--- config.mk ---
export PLATFORM = sky130hd
export DESIGN_NAME = product_accumulator
export DESIGN_NICKNAME = d
export VERILOG_FILES = /design/src/rtl/product_accumulator_pkg.sv /design/src/rtl/sat_adder.sv /design/src/rtl/product_accumulator.sv
export SDC_FILE = /design/constraint.sdc
export NUM_CORES = 1
export LEC_CHECK = 0
export CAP_MARGIN = 25
export CORE_ASPECT_RATIO = 2
export CORE_MARGIN = 5
export CORE_UTILIZATION = 60
export DETAILED_ROUTE_END_ITERATION = 7
export PLACE_DENSITY = 0.95
export SLEW_MARGIN = 10
export SYNTH_ARGS = -nofsm -noshare
export SYNTH_HDL_FRONTEND = slang
export SYNTH_SLANG_ARGS = --single-unit
--- constraint.sdc ---
create_clock -name clk -period 4.7 [get_ports clk]
set_input_delay 0.94 -clock clk [delete_from_list [all_inputs] [get_ports clk]]
set_output_delay 0.94 -clock clk [all_outputs]
set_load 0.01 [all_outputs]
--- src/rtl/product_accumulator_pkg.sv ---
// Shared definitions for the product accumulator: FSM state type and default widths.
package product_accumulator_pkg;

    localparam int DEF_A0_WIDTH    = 8;
    localparam int DEF_A1_WIDTH    = 8;
    localparam int DEF_ACC_WIDTH   = 24;
    localparam int DEF_COUNT_WIDTH = 8;

    typedef enum logic [1:0] {
        ST_IDLE  = 2'd0,
        ST_ACCUM = 2'd1,
        ST_HOLD  = 2'd2
    } state_t;

endpackage

--- src/rtl/sat_adder.sv ---
// Combinational unsigned adder that clamps to all ones and flags the carry-out.
module sat_adder
    import product_accumulator_pkg::*;
#(
    parameter int width = 8
) (
    input  logic [width-1:0] a,
    input  logic [width-1:0] b,
    output logic [width-1:0] sum,
    output logic             sat
);

    logic [width:0] full;

    always_comb begin
        full = {1'b0, a} + {1'b0, b};
        sat  = full[width];
        sum  = full[width] ? '1 : full[width-1:0];
    end

endmodule

--- src/rtl/product_accumulator.sv ---
// Accumulates a burst of multiplier products into a saturating sum and presents
// the sum, term count and overflow flag on a valid/ready output handshake.
module product_accumulator
    import product_accumulator_pkg::*;
#(
    parameter  int a0_width      = DEF_A0_WIDTH,
    parameter  int a1_width      = DEF_A1_WIDTH,
    parameter  int acc_width     = DEF_ACC_WIDTH,
    parameter  int count_width   = DEF_COUNT_WIDTH,
    localparam int product_width = a0_width + a1_width
) (
    input  logic                     clk,
    input  logic                     rst_n,
    input  logic                     in_valid,
    output logic                     in_ready,
    input  logic [product_width-1:0] product,
    input  logic                     in_last,
    input  logic                     clear,
    output logic                     out_valid,
    input  logic                     out_ready,
    output logic [acc_width-1:0]     acc_out,
    output logic [count_width-1:0]   term_count,
    output logic                     overflow
);

    localparam logic [count_width-1:0] cnt_one = count_width'(1);

    state_t                 state, state_nxt;
    logic [acc_width-1:0]   acc_q, acc_nxt;
    logic [count_width-1:0] cnt_q, cnt_nxt;
    logic                   ovf_q, ovf_nxt;

    logic [acc_width-1:0]   product_ext;
    logic [acc_width-1:0]   acc_sum;
    logic                   acc_sat;
    logic [count_width-1:0] cnt_sum;
    logic                   cnt_sat_unused;
    logic                   accept;

    assign product_ext = acc_width'(product);
    assign accept      = in_valid && in_ready;

    sat_adder #(.width(acc_width)) u_acc_add (
        .a   (acc_q),
        .b   (product_ext),
        .sum (acc_sum),
        .sat (acc_sat)
    );

    // Term count clamps silently; its carry never contributes to overflow.
    sat_adder #(.width(count_width)) u_cnt_add (
        .a   (cnt_q),
        .b   (cnt_one),
        .sum (cnt_sum),
        .sat (cnt_sat_unused)
    );

    always_comb begin
        state_nxt = state;
        acc_nxt   = acc_q;
        cnt_nxt   = cnt_q;
        ovf_nxt   = ovf_q;

        if (clear) begin
            state_nxt = ST_IDLE;
            acc_nxt   = '0;
            cnt_nxt   = '0;
            ovf_nxt   = 1'b0;
        end else begin
            case (state)
                ST_IDLE: begin
                    if (accept) begin
                        acc_nxt   = product_ext;
                        cnt_nxt   = cnt_one;
                        ovf_nxt   = 1'b0;
                        state_nxt = in_last ? ST_HOLD : ST_ACCUM;
                    end
                end
                ST_ACCUM: begin
                    if (accept) begin
                        acc_nxt = acc_sum;
                        cnt_nxt = cnt_sum;
                        ovf_nxt = ovf_q | acc_sat;
                        if (in_last) state_nxt = ST_HOLD;
                    end
                end
                ST_HOLD: begin
                    if (out_ready) begin
                        state_nxt = ST_IDLE;
                        acc_nxt   = '0;
                        cnt_nxt   = '0;
                        ovf_nxt   = 1'b0;
                    end
                end
                default: begin
                    state_nxt = ST_IDLE;
                    acc_nxt   = '0;
                    cnt_nxt   = '0;
                    ovf_nxt   = 1'b0;
                end
            endcase
        end
    end

    // Handshake and result outputs are registered copies keyed on the next
    // state, so the result ports read zero outside HOLD without extra gating.
    always_ff @(posedge clk or negedge rst_n) begin
        if (!rst_n) begin
            state      <= ST_IDLE;
            acc_q      <= '0;
            cnt_q      <= '0;
            ovf_q      <= 1'b0;
            in_ready   <= 1'b0;
            out_valid  <= 1'b0;
            acc_out    <= '0;
            term_count <= '0;
            overflow   <= 1'b0;
        end else begin
            state     <= state_nxt;
            acc_q     <= acc_nxt;
            cnt_q     <= cnt_nxt;
            ovf_q     <= ovf_nxt;
            in_ready  <= (state_nxt != ST_HOLD);
            out_valid <= (state_nxt == ST_HOLD);
            if (state_nxt == ST_HOLD) begin
                acc_out    <= acc_nxt;
                term_count <= cnt_nxt;
                overflow   <= ovf_nxt;
            end else begin
                acc_out    <= '0;
                term_count <= '0;
                overflow   <= 1'b0;
            end
        end
    end

endmodule

---- After elaboration in Yosys (flattened, before gate mapping) ----
Cells that the tools add are included.
word-level totals
  bits in registers ....................... 70
  output and inout port bits .............. 35
  logic and storage cells ................. 45
  input bits .............................. 22
operators by class
  add/subtract/negate cells ............... 2
  bitwise logic cells ..................... 1
  reductions and logical operators ........ 2
  eq/ne operators ......................... 4
  muxes and demuxes ....................... 27
operators with widths
  operator               number
  $mux W24               6
  $pmux W24 S3           1
  $mux W8                6
  $add A24 B16 Y25       1
  $pmux W8 S3            1
  $mux W2                6
  $add A8 B1 Y9 const B  1
  $pmux W2 S3            1
  $mux W1                5
  $eq A2 B2 Y1 const B   2
  $pmux W1 S3            1
  $eq A2 B1 Y1 const B   1
  $logic_not A2 Y1       1
  $ne A2 B2 Y1 const B   1
  $logic_and A1 B1 Y1    1
  $or A1 B1 Y1           1

---- Longest topological paths before layout ----
Gate-level depths: netlist (run 1).
  depth in word-level cells ............... 6
  depth in mapped cells ................... 10
  gate-level depth less buffers ........... 9

---- Hierarchy ----
Synthesis (run 1) repeated with hierarchy kept, for this count alone.
unflattened totals
  cell total of the unflattened synthesis .. 517
  area total of the unflattened synthesis .. 4800.9 um2
by module, submodules not included
  module                 cells an instance  instances  sequential area each (um2)  area each (um2)
  product_accumulator    245                1          1751.7                      2826.5
  sat_adder (u_acc_add)  223                1          0.0                         1594.0
  sat_adder (u_cnt_add)  49                 1          0.0                         380.4

---- Worst setup path before layout (run 1) ----
No wires, ideal clock.
  path type ............................... in2reg
  start ................................... in product[0]
  end ..................................... reg acc_out[6]
  stages on the path ...................... 10
  buffers on the path ..................... 1
  library setup time ...................... 0.119 ns
  path slack .............................. 1.667 ns
  data required time ...................... 4.581 ns
  arrival ................................. 2.914 ns
  cells stage by stage .................... ha_1 -> fa_1 -> a211oi_2 -> o21ai_4 -> o2111ai_4 -> a211oi_4 -> buf_6 -> a211oi_2 -> o21ai_2 -> and2_1
on the way
  longest elaborated chain between the ends .. 6
ends and longest elaborated chain
  item                    line                        RTL
  start: declaration      product_accumulator.sv:16   input logic [product_width-1:0] product,
  $add A24 B16 Y25        sat_adder.sv:16             full = {1'b0, a} + {1'b0, b};
  $mux W24                sat_adder.sv:18             sum = full[width] ? '1 : full[width-1:0];
  $mux W24                product_accumulator.sv:80   if (accept) begin
  $pmux W24 S3            product_accumulator.sv:70   case (state)
  $mux W24                product_accumulator.sv:64   if (clear) begin
  $mux W24                product_accumulator.sv:125  if (state_nxt == ST_HOLD) begin
  end signal: assignment  product_accumulator.sv:126  acc_out <= acc_nxt;
  end: declaration        product_accumulator.sv:21   output logic [acc_width-1:0] acc_out,
Every way passes these cells.

---- Worst setup path in the final report (run 1) ----
  start ................................... in product[11]
  end ..................................... reg acc_q[7]
on the way
  longest elaborated chain between the ends .. 5
ends and longest elaborated chain
  item                    line                        RTL
  $add A24 B16 Y25        sat_adder.sv:16
  $mux W24                sat_adder.sv:18
  $mux W24                product_accumulator.sv:80
  $pmux W24 S3            product_accumulator.sv:70
  $mux W24                product_accumulator.sv:64
  via acc_nxt[7]          product_accumulator.sv:29   logic [acc_width-1:0] acc_q, acc_nxt;
  end signal: assignment  product_accumulator.sv:120  acc_q <= acc_nxt;
  end: declaration        product_accumulator.sv:29
The timed path passes the listed nets, and every way through them passes these cells.

==> results of run 1 <==
==> layout make-up <==
| cell class | instances | area (µm²) |
|---|---|---|
| sequential | 70 | 1750 |
| timing repair buffer | 65 | 623 |
| inverter | 10 | 37.5 |
| tap | 90 | 113 |
| clock inverter | 7 | 121 |
| clock buffer | 9 | 225 |
| multi-input combinational | 367 | 2390 |
| fill | 493 | 1740 |
==> worst register-to-register path: cells and delay by family, from the launching register on <==
kind                       cells  cell delay, ns
DFF                            1            0.39
and+or+nand+nor                3            0.67
AOI/OAI and AO/OA              3            1.24
adders and majority gates      1            0.42
==> power groups by stage <==
stage | clock network (mW) | logic [mW] | registers [mW]
floorplan | 0 | 0.216 | 0.643
global placement | 0 | 0.317 | 0.646
detailed placement | 0 | 0.325 | 0.647
CTS | 0.800 | 0.333 | 0.637
global route | 0.830 | 0.366 | 0.639
finish | 0.800 | 0.340 | 0.637
==> synthesized netlist by cell type (all sizes together), types with 2 or more instances <==
| library cell | n | area (µm²) |
|---|---|---|
| o22ai | 6 | 37.5 |
| and3 | 8 | 50.1 |
| a2111oi | 2 | 23.8 |
| nand3b | 2 | 15.0 |
| nand2 | 45 | 171 |
| buf | 11 | 58.8 |
| dfrtp | 70 | 1750 |
| xor2 | 6 | 52.6 |
| inv | 10 | 37.5 |
| a21o | 4 | 30.0 |
| o21a | 4 | 30.0 |
| nor4 | 3 | 25.0 |
| a22o | 3 | 26.3 |
| a211oi | 13 | 130 |
| o21bai | 4 | 30.0 |
| nand2b | 3 | 18.8 |
| nor2b | 2 | 12.5 |
| a221o | 2 | 20.0 |
| and2 | 27 | 171 |
| nand3 | 11 | 55.1 |
| a22oi | 10 | 75.1 |
| clkbuf | 19 | 71.3 |
| a21boi | 3 | 26.3 |
| o21ai | 43 | 238 |
| o211ai | 8 | 65.1 |
| a311o | 2 | 20.0 |
| ha | 17 | 213 |
| a221oi | 6 | 52.6 |
| o31ai | 4 | 30.0 |
| a21oi | 50 | 258 |
| a31oi | 6 | 37.5 |
| or3 | 2 | 12.5 |
| xnor2 | 4 | 35.0 |
| nand4 | 7 | 43.8 |
| nor3 | 11 | 55.1 |
| a41oi | 5 | 58.8 |
| nor2 | 33 | 126 |
==> worst paths after layout <==
path | to | startpoint | depth (start not counted) | slack, ns
worst max register to register | acc_q[7] | acc_q[11] | 7 | 1.86
min in group asynchronous | in_ready | rst_n | 1 | 0.70
worst max-delay path | acc_q[7] | product[11] | 8 | 1.18
max in group asynchronous | acc_out[12] | rst_n | 2 | 3.04
worst min register to register | ovf_q | ovf_q | 2 | 0.62
worst min-delay path | ovf_q | ovf_q | 2 | 0.62
==> logic make-up after synthesis <==
logic type / count (synthesis) / share of synthesized area (%)
buffers and inverters: 40 / 3.90
adder cells (fa/ha/maj): 18 / 5.41
AO/OA/AOI/OAI: 182 / 29.7
AND/OR/NAND/NOR: 157 / 18.2
flip-flops: 70 / 40.7
XOR/XNOR: 10 / 2.04
==> layer usage <==
layer	up-vias	part of all wire, %
met2	261	51
met1	2035	34
met3	94	7.4
met4	0	7.7
met5	-	0
li1	1854	-
==> through the flow <==
step / area (µm²) / hold slack, ns
finish: 5260 / 0.618
global route: 5260 / 0.620
CTS: 5260 / 0.592
detailed placement: 4910 / 0.556
global placement: 4910 / 0.534
floorplan: 4300 / 0.519
==> flip-flops by register name (all words and copies together) (netlist names) <==
signal and cells:
acc_q 24, acc_out 24, state 2, ovf_q 1, cnt_q 8, out_valid 1
overflow 1, in_ready 1, term_count 8
==> cell usage in the layout (no fill, tap or decap), types with 6 or more instances in the layout <==
master           instances
a22oi_1                 10
and2_1                  26
nor2_1                  32
nand3_1                 11
buf_4                    9
a21oi_1                 48
inv_1                   10
o21ai_1                  7
xor2_1                   6
o21ai_0                 32
a211oi_1                 8
clkdlybuf4s50_1         55
clkbuf_16                9
ha_1                    17
dfrtp_1                 70
nand2_1                 44
nor3_1                  10
a221oi_1                 6
a31oi_1                  6
o211ai_1                 7
and3_1                   8
o22ai_1                  6
nand4_1                  7
==> results.tsv, run 1 <==
metric	value	unit
io_pins	57	
clk_pin_slew_worst_paths	0.06	ns
p_leak	2.22	nW
ys_async_sr_fraction	100	%
avgSynthCellArea	9.02	µm²
hpwl	9230	µm
drt_first_pass_iters	6	
viasPerCell	6.87	
grt_pass1_vias	4348	
fin_crit	3.52	ns
p_clk_share	45.0	%
cp.arrival	3.75	ns
rows	43	
antenna_found_initial	0	
drc	0	
hold_class	reg -> reg	
cts_tree	done	
clockBufferDepth	2	
busiest_layer	met2	
yosys_warnings	0	
synth_top_flop_cell	dfrtp_1	
die_area	0.00906	mm²
dp_cells	602	
crit_path_end_kind	flop	
port_buffers	56	
hold_violations	0	
finalSetupTns	0	ns
cts_root_buf	clkbuf_16	
drtIter0Drc	644	
grt_use_met1	32.0	%
synth_edf_count	0	
grt_pass1_wl	21600	µm
setup-violations-final	0	
cts_max_level	3	
vias	4244	
powerDensity	338	mW/mm²
layout-drive-gt1-share	9.66	%
die_x	69.9	µm
cts_buffers	9	
start_util	61.5	%
p_sw	0.512	mW
gr-usage-met3	7.40	%
place.gp.congestion	0.969	
nNetsFinal	563	
maxCapViolCount	0	
path_buf_inv	1	
path_class	in -> reg	
place_ws	0.897	ns
syn_inst	477	
ir_drop	0.330	mV
worst_pin_slew	0.921	ns
skew	0.00458	ns
gr-usage-met2	51.8	%
ys_types	65	
post_cts_buffers	0	
coreArea	0.00699	mm²
cp-start-kind	primary input	
ant_nets	0	
power_frac_seq	35.9	%
timing.final.crit_share	74.9	%
maxSlewHeadroom	38.6	%
p_comb_share	19.1	%
outcome	completed	
crit_slowest_cell	a211oi_4	
postSynthRegisterBits	70	
slowest_delay	0.74	ns
wl_per_cell	21.9	µm
syn-num-nets	517	
crit_family	compound AO/OA/AOI/OAI gates	
drv_slew	0	
critical_path_peak_fanout	14	
crit_chain	clkdlybuf4s50_1 -> ha_1 -> nand2_1 -> o21ai_0 -> a21oi_1 -> a211oi_4 -> nor2_1 -> nor3_1	
overflow	0	
hold_buffers	0	
clock_latency	0.35	ns
switching_share	28.8	%
intPower	1.27	mW
area_delta_synth_final	22.3	%
final_util	75.2	%
grt_max_degree	38	
seq_area_frac_synth	40.7	%
routed_wl	13500	µm
required	4.93	ns
ctsResizeCount	0	
stdcell_count	618	
antennaDiodeCount	0	
die-height	130	µm
max_freq	284	MHz
grt_setup_unrepaired	false	
grt_util_all_layers	30.8	%
total_power	1.78	mW
fin_ws	1.18	ns
netlist_area	0.00430	mm²
cts_num_sinks	70	
(Power assumes the default switching activity.)
==> run 2: changes to the inputs <==
--- a/config.mk
+++ b/config.mk
@@ -8,9 +8,9 @@
 export CAP_MARGIN = 25
 export CORE_ASPECT_RATIO = 2
 export CORE_MARGIN = 5
-export CORE_UTILIZATION = 60
+export CORE_UTILIZATION = 56
 export DETAILED_ROUTE_END_ITERATION = 7
-export PLACE_DENSITY = 0.95
+export PLACE_DENSITY = 0.93
 export SLEW_MARGIN = 10
 export SYNTH_ARGS = -nofsm -noshare
 export SYNTH_HDL_FRONTEND = slang
==> constraint.sdc (replaced) <==
create_clock -name clk -period 3.39 [get_ports clk]
set_input_delay 0.678 -clock clk [delete_from_list [all_inputs] [get_ports clk]]
set_output_delay 0.678 -clock clk [all_outputs]
set_load 0.01 [all_outputs]
==> results.tsv, run 2 (synthesized netlist as in run 1, its figures left out) <==
metric	value	unit	change
die_x	72.0	µm	+3.0%
post_cts_buffers	0		unchanged
p_sw	0.705	mW	+38%
place.gp.congestion	0.992		+2.4%
place_area	0.00511	mm²	+4.1%
design_area	0.00545	mm²	+3.7%
vias	4260		+0.38%
io_pins	57		unchanged
maxCapViolCount	0		unchanged
hold_violations	0		unchanged
drt_first_pass_iters	5		-1
switching_share	28.6	%	-0.26 points
cts_root_buf	clkbuf_16		
total_power	2.47	mW	+39%
overflow	0		unchanged
die-height	134	µm	+3.2%
final_util	72.3	%	-2.9 points
worst_pin_slew	0.812	ns	-0.109 ns
setup-violations-final	0		unchanged
grt_max_degree	47		+24%
nNetsFinal	589		+4.6%
finalSetupTns	0	ns	unchanged
die_area	0.00964	mm²	+6.3%
top_regs	acc_out (24), acc_q (24)		
required	3.63	ns	-1.30 ns
fin_crit	3.17	ns	
cp-start-kind	primary input		
fillerInstances	588		+19%
grt_util_all_layers	30.1	%	-0.71 points
powerDensity	453	mW/mm²	+34%
intPower	1.76	mW	+39%
cts_tree	done		
crit_start	product[0]		
p_clk_share	43.8	%	-1.2 points
max_freq	316	MHz	
antenna_found_initial	0		unchanged
clock_latency	0.35	ns	about the same
final_cell_mix	dfrtp_1, clkdlybuf4s50_1, a21oi_1, nand2_1, buf_4		
drv_slew	0		unchanged
hold_class	in -> async		
cts_max_level	3		unchanged
layout_commonest_cell	dfrtp_1		
skew	0.00862	ns	+0.00405 ns
ctsResizeCount	0		unchanged
crit_path_end_kind	flop		
grt_setup_unrepaired	false		
drc	0		unchanged
ant_nets	0		unchanged
power_frac_seq	35.8	%	about the same
timing.final.crit_share	93.4	%	
wl_per_cell	21.0	µm	-3.9%
grt_pass1_vias	4551		+4.7%
cts_num_sinks	70		unchanged
ir_drop	0.328	mV	-0.63%
area_delta_synth_final	26.8	%	
port_buffers	56		unchanged
hold_buffers	0		unchanged
layout-drive-gt1-share	13.9	%	+4.2 points
viasPerCell	6.57		-4.3%
antennaDiodeCount	0		unchanged
drtIter0Drc	439		-32%
outcome	completed		
critical_path_peak_fanout	6		-8
clk_pin_slew_worst_paths	0.06	ns	about the same
cts_buffers	9		unchanged
start_util	57.0	%	-4.5 points
clockBufferDepth	2		unchanged
coreArea	0.00754	mm²	+7.9%
p_comb_share	20.4	%	+1.3 points
r2r_start	acc_q[0]		
p_leak	2.34	nW	+5.6%
maxSlewHeadroom	45.9	%	+7.2 points
hpwl	9950	µm	+7.8%
cp.arrival	3.40	ns	-0.35 ns
multi_input_area	0.00239	mm²	unchanged
rows	45		+4.7%
path_class	in -> reg		
grt_pass1_wl	22300	µm	+3.2%
regArea	0.00175	mm²	unchanged
routed_wl	13600	µm	+0.76%
==> run 2: changes by cell type in the layout (fill, tap and decap cells not counted) <==
cell        change
bufinv_16       -1
clkinv_2        -1
clkinv_4        -2
clkinvlp_4      +1
clkbuf_8        +3
buf_4          +26
==> run 2: per-layer routing <==
| metal | global-route usage, % | share of wire [%] |
|---|---|---|
| met1 | 30.9 | 34 |
| met4 | 22.8 | 7.3 |
| met3 | 4.95 | 5.9 |
| met2 | 52.8 | 53 |
| met5 | 0 | 0 |
==> run 2: path summary, 6_finish.rpt <==
path | endpoint | slack, ns | depth (start not counted)
min in group clk | overflow | 0.61 | 2
max in group asynchronous | acc_out[20] | 2.55 | 2
setup / recovery | acc_q[2] | 0.22 | 11
hold / removal | acc_q[2] | 0.33 | 2
hold reg to reg | overflow | 0.61 | 2
setup reg to reg | acc_q[2] | 0.66 | 10
==> run 2: cell type report <==
cell class,count,share of cell area [%]
inverter,10,0.688
sequential,70,32.1
tap,94,2.16
clock buffer,12,4.89
multi-input combinational,367,43.7
clock inverter,4,1.40
timing repair buffer,91,15.0
==> run 2: per-stage QoR <==
step | instances | hold WS [ns] | worst slack, ns
global placement | 632 | 0.569 | 0.0198
floorplan | 477 | 0.382 | 0.619
detailed placement | 632 | 0.584 | -0.0890
global route | 648 | 0.361 | 0.0948
finish | 648 | 0.329 | 0.222
CTS | 648 | 0.333 | 0.230
==> run 2: power by group through the flow <==
stage	Combinational, mW	Clock, mW	Sequential (mW)
3_5_place_dp	0.488	0	0.898
3_3_place_gp	0.475	0	0.896
4_1_cts	0.494	1.09	0.883
6_report	0.504	1.08	0.884
2_1_floorplan	0.299	0	0.892
5_1_grt	0.543	1.13	0.887
==> run 2: worst max-delay path, stage by stage <==
cell,delay [ns]
clkdlybuf4s50_1,0.47
ha_1,0.29
fa_1,0.46
a211oi_2,0.32
o21ai_4,0.12
o2111ai_4,0.25
a211oi_4,0.10
buf_4,0.18
a211oi_1,0.22
o21ai_0,0.13
and2_1,0.18
==> run 3: changes to the inputs <==
--- a/config.mk
+++ b/config.mk
@@ -9,6 +9,7 @@
 export CORE_ASPECT_RATIO = 2
 export CORE_MARGIN = 5
 export CORE_UTILIZATION = 56
+export CTS_CLUSTER_SIZE = 28
 export DETAILED_ROUTE_END_ITERATION = 7
 export PLACE_DENSITY = 0.93
 export SLEW_MARGIN = 10
==> results of run 3 <==
Same layout as run 2: the final DEF is identical, and so are final timing and power.
